===== src/rtl/multi_entry_write_buffer_if.sv =====
// Bus bundle between the L2-side requester / pmem model (master) and the eviction write buffer (slave).
interface multi_entry_write_buffer_if #(
    parameter int ADDR_W = 32,
    parameter int LINE_W = 256
);
    logic              mem_read;
    logic              mem_write;
    logic [ADDR_W-1:0] mem_address;
    logic [LINE_W-1:0] mem_wdata;
    logic [LINE_W-1:0] mem_rdata;
    logic              mem_resp;
    logic              flush;
    logic              flush_done;
    logic              full;
    logic              empty;
    logic              pmem_read;
    logic              pmem_write;
    logic [ADDR_W-1:0] pmem_address;
    logic [LINE_W-1:0] pmem_wdata;
    logic [LINE_W-1:0] pmem_rdata;
    logic              pmem_resp;

    modport master (
        output mem_read, mem_write, mem_address, mem_wdata, flush, pmem_rdata, pmem_resp,
        input  mem_rdata, mem_resp, flush_done, full, empty,
               pmem_read, pmem_write, pmem_address, pmem_wdata
    );

    modport slave (
        input  mem_read, mem_write, mem_address, mem_wdata, flush, pmem_rdata, pmem_resp,
        output mem_rdata, mem_resp, flush_done, full, empty,
               pmem_read, pmem_write, pmem_address, pmem_wdata
    );
endinterface


===== src/rtl/multi_entry_write_buffer.sv =====
// DEPTH-entry eviction write buffer: absorbs dirty lines, coalesces rewrites,
// serves read hits locally and drains to pmem in FIFO order when the upstream is idle.
module multi_entry_write_buffer #(
    parameter int DEPTH  = 4,
    parameter int ADDR_W = 32,
    parameter int LINE_W = 256
) (
    input  logic                       clk,
    input  logic                       rst_n,
    multi_entry_write_buffer_if.slave  bus
);
    localparam int PTR_W = $clog2(DEPTH);
    localparam int CNT_W = $clog2(DEPTH + 1);

    typedef enum logic [1:0] {S_IDLE, S_DRAIN, S_READ} state_t;

    state_t            state;
    logic [PTR_W-1:0]  head;
    logic [PTR_W-1:0]  tail;
    logic [CNT_W-1:0]  count;
    logic [DEPTH-1:0]  valid;
    logic [ADDR_W-1:0] entry_addr [DEPTH];
    logic [LINE_W-1:0] entry_data [DEPTH];

    logic              match;
    logic [PTR_W-1:0]  match_idx;
    logic              full;
    logic              wr_hit;
    logic              wr_enq;
    logic              rd_hit;

    assign full = (count == CNT_W'(DEPTH));

    // Coalescing keeps addresses unique, so at most one entry can match.
    always_comb begin
        match     = 1'b0;
        match_idx = '0;
        for (int i = 0; i < DEPTH; i++) begin
            if (valid[i] && entry_addr[i] == bus.mem_address) begin
                match     = 1'b1;
                match_idx = PTR_W'(i);
            end
        end
    end

    always_comb begin
        wr_hit        = 1'b0;
        wr_enq        = 1'b0;
        rd_hit        = 1'b0;
        bus.mem_resp  = 1'b0;
        bus.mem_rdata = entry_data[match_idx];
        case (state)
            S_IDLE: begin
                if (bus.mem_write) begin
                    wr_hit = match;
                    wr_enq = !match && !full;
                end else if (bus.mem_read) begin
                    rd_hit = match;
                end
            end
            S_DRAIN: rd_hit = bus.mem_read && match;
            S_READ: begin
                bus.mem_rdata = bus.pmem_rdata;
                bus.mem_resp  = bus.pmem_resp;
            end
            default: ;
        endcase
        if (wr_hit || wr_enq || rd_hit) begin
            bus.mem_resp = 1'b1;
        end
    end

    assign bus.pmem_write   = (state == S_DRAIN);
    assign bus.pmem_read    = (state == S_READ);
    assign bus.pmem_address = (state == S_DRAIN) ? entry_addr[head] : bus.mem_address;
    assign bus.pmem_wdata   = entry_data[head];
    assign bus.full         = full;
    assign bus.empty        = (count == '0);
    assign bus.flush_done   = bus.flush && (count == '0) && (state == S_IDLE);

    // Line storage carries no reset; only valid bits qualify it.
    always_ff @(posedge clk) begin
        if (wr_hit) begin
            entry_data[match_idx] <= bus.mem_wdata;
        end else if (wr_enq) begin
            entry_addr[tail] <= bus.mem_address;
            entry_data[tail] <= bus.mem_wdata;
        end
    end

    // An idle drain never starts on an empty buffer, so flush only gates flush_done.
    always_ff @(posedge clk) begin
        if (!rst_n) begin
            state <= S_IDLE;
            head  <= '0;
            tail  <= '0;
            count <= '0;
            valid <= '0;
        end else begin
            case (state)
                S_IDLE: begin
                    if (bus.mem_write) begin
                        if (wr_enq) begin
                            valid[tail] <= 1'b1;
                            tail        <= tail + 1'b1;
                            count       <= count + 1'b1;
                        end else if (!match) begin
                            state <= S_DRAIN;
                        end
                    end else if (bus.mem_read) begin
                        if (!match) begin
                            state <= S_READ;
                        end
                    end else if (count != '0) begin
                        state <= S_DRAIN;
                    end
                end
                S_DRAIN: begin
                    if (bus.pmem_resp) begin
                        valid[head] <= 1'b0;
                        head        <= head + 1'b1;
                        count       <= count - 1'b1;
                        state       <= S_IDLE;
                    end
                end
                S_READ: begin
                    if (bus.pmem_resp) begin
                        state <= S_IDLE;
                    end
                end
                default: state <= S_IDLE;
            endcase
        end
    end
endmodule


===== src/flat_wrapper.sv =====
// flat-port wrapper written by rule: the top's interface ports become plain ports
module multi_entry_write_buffer_flat 
#(
    parameter int DEPTH  = 4,
    parameter int ADDR_W = 32,
    parameter int LINE_W = 256
)
  (clk, rst_n, bus_mem_read, bus_mem_write, bus_mem_address, bus_mem_wdata, bus_flush, bus_pmem_rdata, bus_pmem_resp, bus_mem_rdata, bus_mem_resp, bus_flush_done, bus_full, bus_empty, bus_pmem_read, bus_pmem_write, bus_pmem_address, bus_pmem_wdata);
  multi_entry_write_buffer_if #(.ADDR_W(ADDR_W), .LINE_W(LINE_W)) bus_i ();
  input  logic clk;
  input  logic rst_n;
  input wire logic [$bits(bus_i.mem_read)-1:0] bus_mem_read;
  input wire logic [$bits(bus_i.mem_write)-1:0] bus_mem_write;
  input wire logic [$bits(bus_i.mem_address)-1:0] bus_mem_address;
  input wire logic [$bits(bus_i.mem_wdata)-1:0] bus_mem_wdata;
  input wire logic [$bits(bus_i.flush)-1:0] bus_flush;
  input wire logic [$bits(bus_i.pmem_rdata)-1:0] bus_pmem_rdata;
  input wire logic [$bits(bus_i.pmem_resp)-1:0] bus_pmem_resp;
  output wire logic [$bits(bus_i.mem_rdata)-1:0] bus_mem_rdata;
  output wire logic [$bits(bus_i.mem_resp)-1:0] bus_mem_resp;
  output wire logic [$bits(bus_i.flush_done)-1:0] bus_flush_done;
  output wire logic [$bits(bus_i.full)-1:0] bus_full;
  output wire logic [$bits(bus_i.empty)-1:0] bus_empty;
  output wire logic [$bits(bus_i.pmem_read)-1:0] bus_pmem_read;
  output wire logic [$bits(bus_i.pmem_write)-1:0] bus_pmem_write;
  output wire logic [$bits(bus_i.pmem_address)-1:0] bus_pmem_address;
  output wire logic [$bits(bus_i.pmem_wdata)-1:0] bus_pmem_wdata;
  assign bus_i.mem_read = bus_mem_read;
  assign bus_i.mem_write = bus_mem_write;
  assign bus_i.mem_address = bus_mem_address;
  assign bus_i.mem_wdata = bus_mem_wdata;
  assign bus_i.flush = bus_flush;
  assign bus_i.pmem_rdata = bus_pmem_rdata;
  assign bus_i.pmem_resp = bus_pmem_resp;
  assign bus_mem_rdata = bus_i.mem_rdata;
  assign bus_mem_resp = bus_i.mem_resp;
  assign bus_flush_done = bus_i.flush_done;
  assign bus_full = bus_i.full;
  assign bus_empty = bus_i.empty;
  assign bus_pmem_read = bus_i.pmem_read;
  assign bus_pmem_write = bus_i.pmem_write;
  assign bus_pmem_address = bus_i.pmem_address;
  assign bus_pmem_wdata = bus_i.pmem_wdata;
  multi_entry_write_buffer #(.DEPTH(DEPTH), .ADDR_W(ADDR_W), .LINE_W(LINE_W)) u_core (.clk(clk), .rst_n(rst_n), .bus(bus_i));
endmodule

===== config.mk =====
export PLATFORM = sky130hd
export DESIGN_NAME = multi_entry_write_buffer_flat
export DESIGN_NICKNAME = d
export VERILOG_FILES = /design/src/rtl/multi_entry_write_buffer_if.sv /design/src/rtl/multi_entry_write_buffer.sv /design/src/flat_wrapper.sv
export SDC_FILE = /design/constraint.sdc
export NUM_CORES = 2
export LEC_CHECK = 0
export BUFFER_PORTS_ARGS = -buffer_cell sky130_fd_sc_hd__buf_2
export CORE_AREA = 10 10 422 424
export DETAILED_ROUTE_END_ITERATION = 8
export DIE_AREA = 0 0 432 434
export PLACE_DENSITY = 0.48
export REMOVE_ABC_BUFFERS = 1
export SLEW_MARGIN = 0
export SYNTH_ARGS = -nofsm -noshare
export SYNTH_HDL_FRONTEND = slang
export SYNTH_SLANG_ARGS = --single-unit

===== constraint.sdc =====
create_clock -name clk -period 72.2 [get_ports clk]
set_input_delay 7.22 -clock clk [delete_from_list [all_inputs] [get_ports clk]]
set_output_delay 7.22 -clock clk [all_outputs]
set_load 0.05 [all_outputs]

Word level (Yosys, flattened, before mapping)
Memory sizes are Yosys's and may differ from the RTL's. A register that Yosys moved wholly into a read port is not among the register bits.
Index checks and enable logic that the tools add are counted.
{"block": "word_totals", "ff_bits": 13, "mem_bits_rw": 1152, "inputBits": 550, "elab_cells": 107, "mem_count": 2}
{"block": "op_classes", "addsub": 4, "n_lt_le_gt_ge": 4, "eq_ne": 15, "n_mux": 50, "bitwise_logic": 3, "n_reduce_logical": 24}
{"name": "u_core.entry_data", "words": 4, "width": 256, "rd": 2, "rd_clocked_by_memory_dff": 1, "write_ports": 1, "line": "multi_entry_write_buffer.sv:23", "source": "logic [LINE_W-1:0] entry_data [DEPTH];"}
{"name": "u_core.entry_addr", "words": 4, "width": 32, "rd": 5, "rd_clocked_by_memory_dff": 1, "write_ports": 1, "line": "multi_entry_write_buffer.sv:22", "source": "logic [ADDR_W-1:0] entry_addr [DEPTH];"}
{"op": "two-way mux 256 bit", "n": 2}
{"op": "OR reduction 256 bit", "n": 1}
{"op": "equality test 32 bit", "n": 4}
{"op": "two-way mux 32 bit", "n": 1}
{"op": "two-way mux 2 bit", "n": 14}
{"op": "two-way mux 1 bit", "n": 21}
{"op": "two-way mux 4 bit", "n": 3}
{"op": "logical AND 1 bit", "n": 10}
{"op": "two-way mux 3 bit", "n": 3}
{"op": "!= test 3 bit (second input constant)", "n": 3}
{"op": "case mux 4 bit (2 select lines)", "n": 1}
{"op": "less-than comparator 2 x 3 -> 1 bit (second input constant)", "n": 2}
{"op": "case mux 3 bit (2 select lines)", "n": 1}
{"op": "AND reduction 5 bit", "n": 1}
{"op": "adder 2 x 1 -> 2 bit (second input constant)", "n": 2}
{"op": "AND 4 bit", "n": 1}
{"op": "demux 1 bit (select 2 bit)", "n": 2}
{"op": "greater-or-equal comparator 2 x 1 -> 1 bit (second input constant)", "n": 2}
{"op": "!= test 2 x 1 -> 1 bit (second input constant)", "n": 2}
{"op": "!= test 2 bit (second input constant)", "n": 2}
{"op": "!= test 4 bit (second input constant)", "n": 1}
{"op": "NOT 4 bit", "n": 1}
{"op": "OR 4 bit", "n": 1}
{"op": "case mux 2 bit (2 select lines)", "n": 1}
{"op": "16 further kinds", "n": 18}

Depth between registers and ports, before layout
An unclocked memory read counts as a cell.
{"block": "depth", "depth_word": 16, "depth_mapped": 12, "mapped_depth_nobuf": 8}

Worst setup path after synthesis
OpenSTA, ideal clock, no wires.
{"block": "synth_timing", "kind": "in2reg", "startpoint": "in bus_mem_address[1]", "endpoint": "mem u_core.entry_data[3][0] (enable)", "setup_ns": 1.239, "arrival_ns": 27.474, "required_time_ns": 70.961, "path_slack_ns": 43.487, "cell_stages": 8, "n_path_buf": 2, "cell_sequence": "buf_2 xor2_1 or4_1 or4_1 buf_2 o2111ai_4 o211ai_1 nor3b_1"}
{"block": "synth_via", "elab_chain_len": 15}
{"item": "start, declared", "line": "flat_wrapper.sv:14", "source": "input wire logic [$bits(bus_i.mem_address)-1:0] bus_mem_address;"}
{"item": "equality test 32 bit", "line": "multi_entry_write_buffer.sv:39", "source": "if (valid[i] && entry_addr[i] == bus.mem_address) begin"}
{"item": "logical AND 1 bit", "line": "multi_entry_write_buffer.sv:39"}
{"item": "two-way mux 1 bit (4 in a row)", "line": "multi_entry_write_buffer.sv:39"}
{"item": "zero test 1 bit", "line": "multi_entry_write_buffer.sv:56", "source": "wr_enq = !match && !full;"}
{"item": "logical AND 1 bit", "line": "multi_entry_write_buffer.sv:56"}
{"item": "two-way mux 1 bit", "line": "multi_entry_write_buffer.sv:54", "source": "if (bus.mem_write) begin"}
{"item": "two-way mux 1 bit", "line": "multi_entry_write_buffer.sv:52", "source": "case (state)"}
{"item": "two-way mux 1 bit", "line": "multi_entry_write_buffer.sv:85", "source": "end else if (wr_enq) begin"}
{"item": "two-way mux 1 bit", "line": "multi_entry_write_buffer.sv:83", "source": "if (wr_hit) begin"}
{"item": "two-way mux 1 bit (not written as such)", "line": "multi_entry_write_buffer.sv:87", "source": "entry_data[tail] <= bus.mem_wdata;"}
{"item": "OR reduction 256 bit (no source line)"}
{"item": "two-way mux 2 bit (no source line) or two-way mux 1 bit (tied branches)"}
{"item": "end, declared", "line": "multi_entry_write_buffer.sv:23"}
Several ways; a longest one is shown, not always the timed one.

Worst setup path in the final report
{"block": "layout_timing", "startpoint": "in bus_mem_address[8]", "endpoint": "out bus_mem_rdata[143]"}
{"block": "layout_via", "elab_chain_len": 7}
{"item": "equality test 32 bit", "line": "multi_entry_write_buffer.sv:39"}
{"item": "logical AND 1 bit", "line": "multi_entry_write_buffer.sv:39"}
{"item": "two-way mux 1 bit", "line": "multi_entry_write_buffer.sv:39"}
{"item": "two-way mux 2 bit", "line": "multi_entry_write_buffer.sv:39"}
{"item": "two-way mux 2 bit (*)", "line": "multi_entry_write_buffer.sv:39"}
{"item": "memory (4 x 256 bit) (*)"}
{"item": "two-way mux 256 bit (*)", "line": "multi_entry_write_buffer.sv:52"}
{"item": "end, declared", "line": "flat_wrapper.sv:19", "source": "output wire logic [$bits(bus_i.mem_rdata)-1:0] bus_mem_rdata;"}
Every way passes the cells marked *; elsewhere a longest branch is shown, timed or not.

==> flow_metrics.tcl <==
set metrics [dict create \
    met3_usage_pct 5.81 \
    rows 151 \
    switching_share_pct 33.1 \
    cp_max_fo 48 \
    num_vias 37400 \
    io_pins 1100 \
    first_pass_iters 6 \
    grt_max_degree 141 \
    hp-start "u_core.state[0]$_SDFFE_PN0P_" \
    dpl.cell_count 6733 \
    drc 0 \
    hold_depth 2 \
    multi_input_area_um2 18300 \
    worstSetupPathType "in2out" \
    io_buffers 1099 \
    synth-seq-cells 1167 \
    reg2regPathDepth 13 \
    vias_per_cell 5.34 \
    cts_tree "yes" \
    synthToLayoutAreaGrowth_pct 22.2 \
    combPwrFrac_pct 22.7 \
    die_w_um 432 \
    routed_wl_um 211000 \
    synth_ff_type "edfxtp_1" \
    synth_cells 3661 \
    intPower_mw 1.29 \
    grt_pass1_wl_um 292000 \
    r2r_start "u_core.entry_addr[2][25]$_DFFE_PP_" \
    end_kind "primary output" \
    p_seq_share_pct 41.8 \
    required_ns 64.98 \
    drt-wirelength-per-cell_um 30.1 \
    synth-async-reset-ratio_pct 0 \
    dieArea_um2 187000 \
    grt_use_total_pct 21.5 \
    antenna_found_initial 107 \
    ant_nets 0 \
    overflow 0 \
    finalCriticalPeriod_ns 19.78 \
    max-clock-path-buffers 3 \
    cts_sinks 1167 \
    final_cells 6999 \
    postCtsSetupRepairBufs 0 \
    dpl.hpwl_um 149000 \
    max_clock_freq_mhz 50.6 \
    maxSlewViolCount 0 \
    yosysUniqueCellTypes 50 \
    leakage_nw 24.5 \
    start_util_pct 32.2 \
    synth_seq_area_share_pct 64.1 \
    p_per_area_nw_per_um2 29.0 \
    die_h_um 434 \
    synthesis.area_um2 54500 \
    r2r_end "u_core.entry_data[3][61]$_DFFE_PP_" \
    fp.coreArea_um2 169000 \
    outcome "completed" \
    critPathArrivalTime_ns 12.56 \
    postCtsHoldBufs 0 \
    rrSetupSlack_ns 65.37 \
    yosys_warnings 0 \
    syn_avg_cell_area_um2 14.9 \
    skew_ns 0.0410 \
    setup-tns-final_ns 0 \
    hold_viol 0 \
    synth_edf_count 1152 \
    max_cap_violations 0 \
    layout.cells.most_common "edfxtp_1" \
    start_kind "primary input" \
    hp-class "reg2reg" \
    p_sw_uw 638 \
    drt_iter0_markers 2714 \
    vdd_drop_max_uv 22.8 \
    grt_pass1_vias 37600 \
    final_cell_mix "edfxtp_1 (1152), buf_2 (1099), mux4_2 (288)" \
    pwr-share-clk_pct 35.5 \
    whs_endpoint "u_core.state[0]$_SDFFE_PN0P_" \
    tightest_slew_ns 1.14 \
    fin_crit_sh_pct 27.4 \
    ff_latch_area_um2 34900 \
    rsz0062_at_grt "false" \
    cts_root_buf "clkbuf_16" \
    cts_max_level 4 \
    globalRoute.busiestLayer "met2" \
    drive_above_1_share_pct 35.3 \
    final_net_count 5216 \
    gr-usage-met1_pct 26.2 \
    nFillCells 15900 \
    numCtsBuffers 137 \
    setup_viol 0 \
    use_met2_pct 37.9 \
    ctsResizeCount 0 \
    gp_congestion 0.941 \
    max_slew_margin_pct 23.9 \
    clkLatencyLatePin_ns 0.78 \
    clk_pin_slew_ns 0.05 \
]
## area by class of cell
class / instances / area share [%]
tap: 2218 / 4.17
clock buffer: 172 / 5.38
sequential: 1167 / 52.4
timing repair buffer: 1158 / 9.04
inverter: 14 / 0.0790
multi-input combinational: 2176 / 27.5
clock inverter: 75 / 1.28
antenna: 19 / 0.0715
## Yosys cell counts, types with 4 or more instances
library cell / count / area (um^2)
o21ai_1: 97 / 485
dfxtp_1: 15 / 300
nor4_1: 43 / 269
buf_4: 11 / 82.6
xor2_1: 101 / 885
nor2_1: 264 / 991
edfxtp_1: 1152 / 34600
nand2_1: 274 / 1030
inv_1: 14 / 52.6
or4_1: 7 / 52.6
xnor2_1: 30 / 263
mux4_2: 288 / 6490
o21ai_0: 163 / 816
and2_1: 7 / 43.8
nand3_1: 13 / 65.1
mux2i_1: 260 / 2600
and3_1: 4 / 25.0
a21oi_1: 257 / 1290
ha_1: 11 / 138
buf_1: 48 / 180
nand2b_1: 5 / 31.3
buf_2: 54 / 270
clkbuf_1: 188 / 706
nand4b_1: 7 / 61.3
nor3_1: 11 / 55.1
nand4_1: 17 / 106
a211oi_1: 257 / 1930
mux2_2: 31 / 349
## per-stage QoR
step | power (mW) | hold slack, ns | instance area (um^2) | setup WS (ns) | utilization (%)
after global placement | 1.26 | 0.472 | 62100 | 52.36 | 36.7
after global routing | 1.99 | 0.515 | 66500 | 52.13 | 39.3
after floorplan | 1.14 | 0.458 | 53200 | 33.90 | -
after detailed placement | 1.26 | 0.479 | 62100 | 52.35 | 36.7
after CTS | 1.95 | 0.487 | 66500 | 52.32 | 39.3
final | 1.93 | 0.485 | 66500 | 52.42 | 39.4
## sequential cells by signal, summed over array words and instances, names as in the netlist, named ones only
| name | cells |
|---|---|
| u_core.head | 2 |
| u_core.count | 3 |
| u_core.entry_data | 1024 |
| u_core.entry_addr | 128 |
| u_core.state | 2 |
| u_core.valid | 4 |
| u_core.tail | 2 |
## routing by layer
layer | vias to the layer above | part of all wire (%)
li1 | 16500 | -
met4 | 46 | 2.4
met3 | 379 | 6.9
met2 | 1351 | 51
met1 | 19100 | 39
met5 | - | 0.13
## kinds of logic after synthesis
kind of cell | synth area share (%)
AO/OA/AOI/OAI | 8.61
XOR/XNOR | 2.14
adder cells (fa/ha/maj) | 0.289
buffers and inverters | 2.43
flip-flops | 64.1
multiplexers | 17.3
AND/OR/NAND/NOR | 5.15
## worst max path at each step
stage          slack [ns]  cells past startpoint                                end                 from
5_1_grt             52.13                     13                 bus_mem_rdata[239]  bus_mem_address[22]
6_report            52.42                     13                 bus_mem_rdata[143]   bus_mem_address[8]
3_5_place_dp        52.35                     13                 bus_mem_rdata[143]  bus_mem_address[22]
2_1_floorplan       33.90                      6  u_core.entry_data[3][0]$_DFFE_PP_   bus_mem_address[1]
3_3_place_gp        52.36                     13                 bus_mem_rdata[239]  bus_mem_address[22]
4_1_cts             52.32                     13                 bus_mem_rdata[239]  bus_mem_address[22]
## power by group through the flow
| stage | combinational, mW | clock (mW) | sequential [mW] |
|---|---|---|---|
| after global placement | 0.442 | 0 | 0.818 |
| final | 0.438 | 0.684 | 0.805 |
| after detailed placement | 0.441 | 0 | 0.818 |
| after global routing | 0.458 | 0.728 | 0.808 |
| after floorplan | 0.304 | 0 | 0.833 |
| after CTS | 0.443 | 0.700 | 0.804 |
## worst max-delay path, stage by stage
cell	delay [ns]
buf_2	0.18
xor2_1	0.36
nor4_1	0.16
nand4_1	0.14
or4_4	0.62
buf_4	0.77
buf_4	0.78
buf_4	0.90
mux2i_1	0.18
a211oi_1	0.26
a21oi_1	0.15
o21ai_1	0.32
buf_2	0.33
Power figures use the tool's default switching activity.
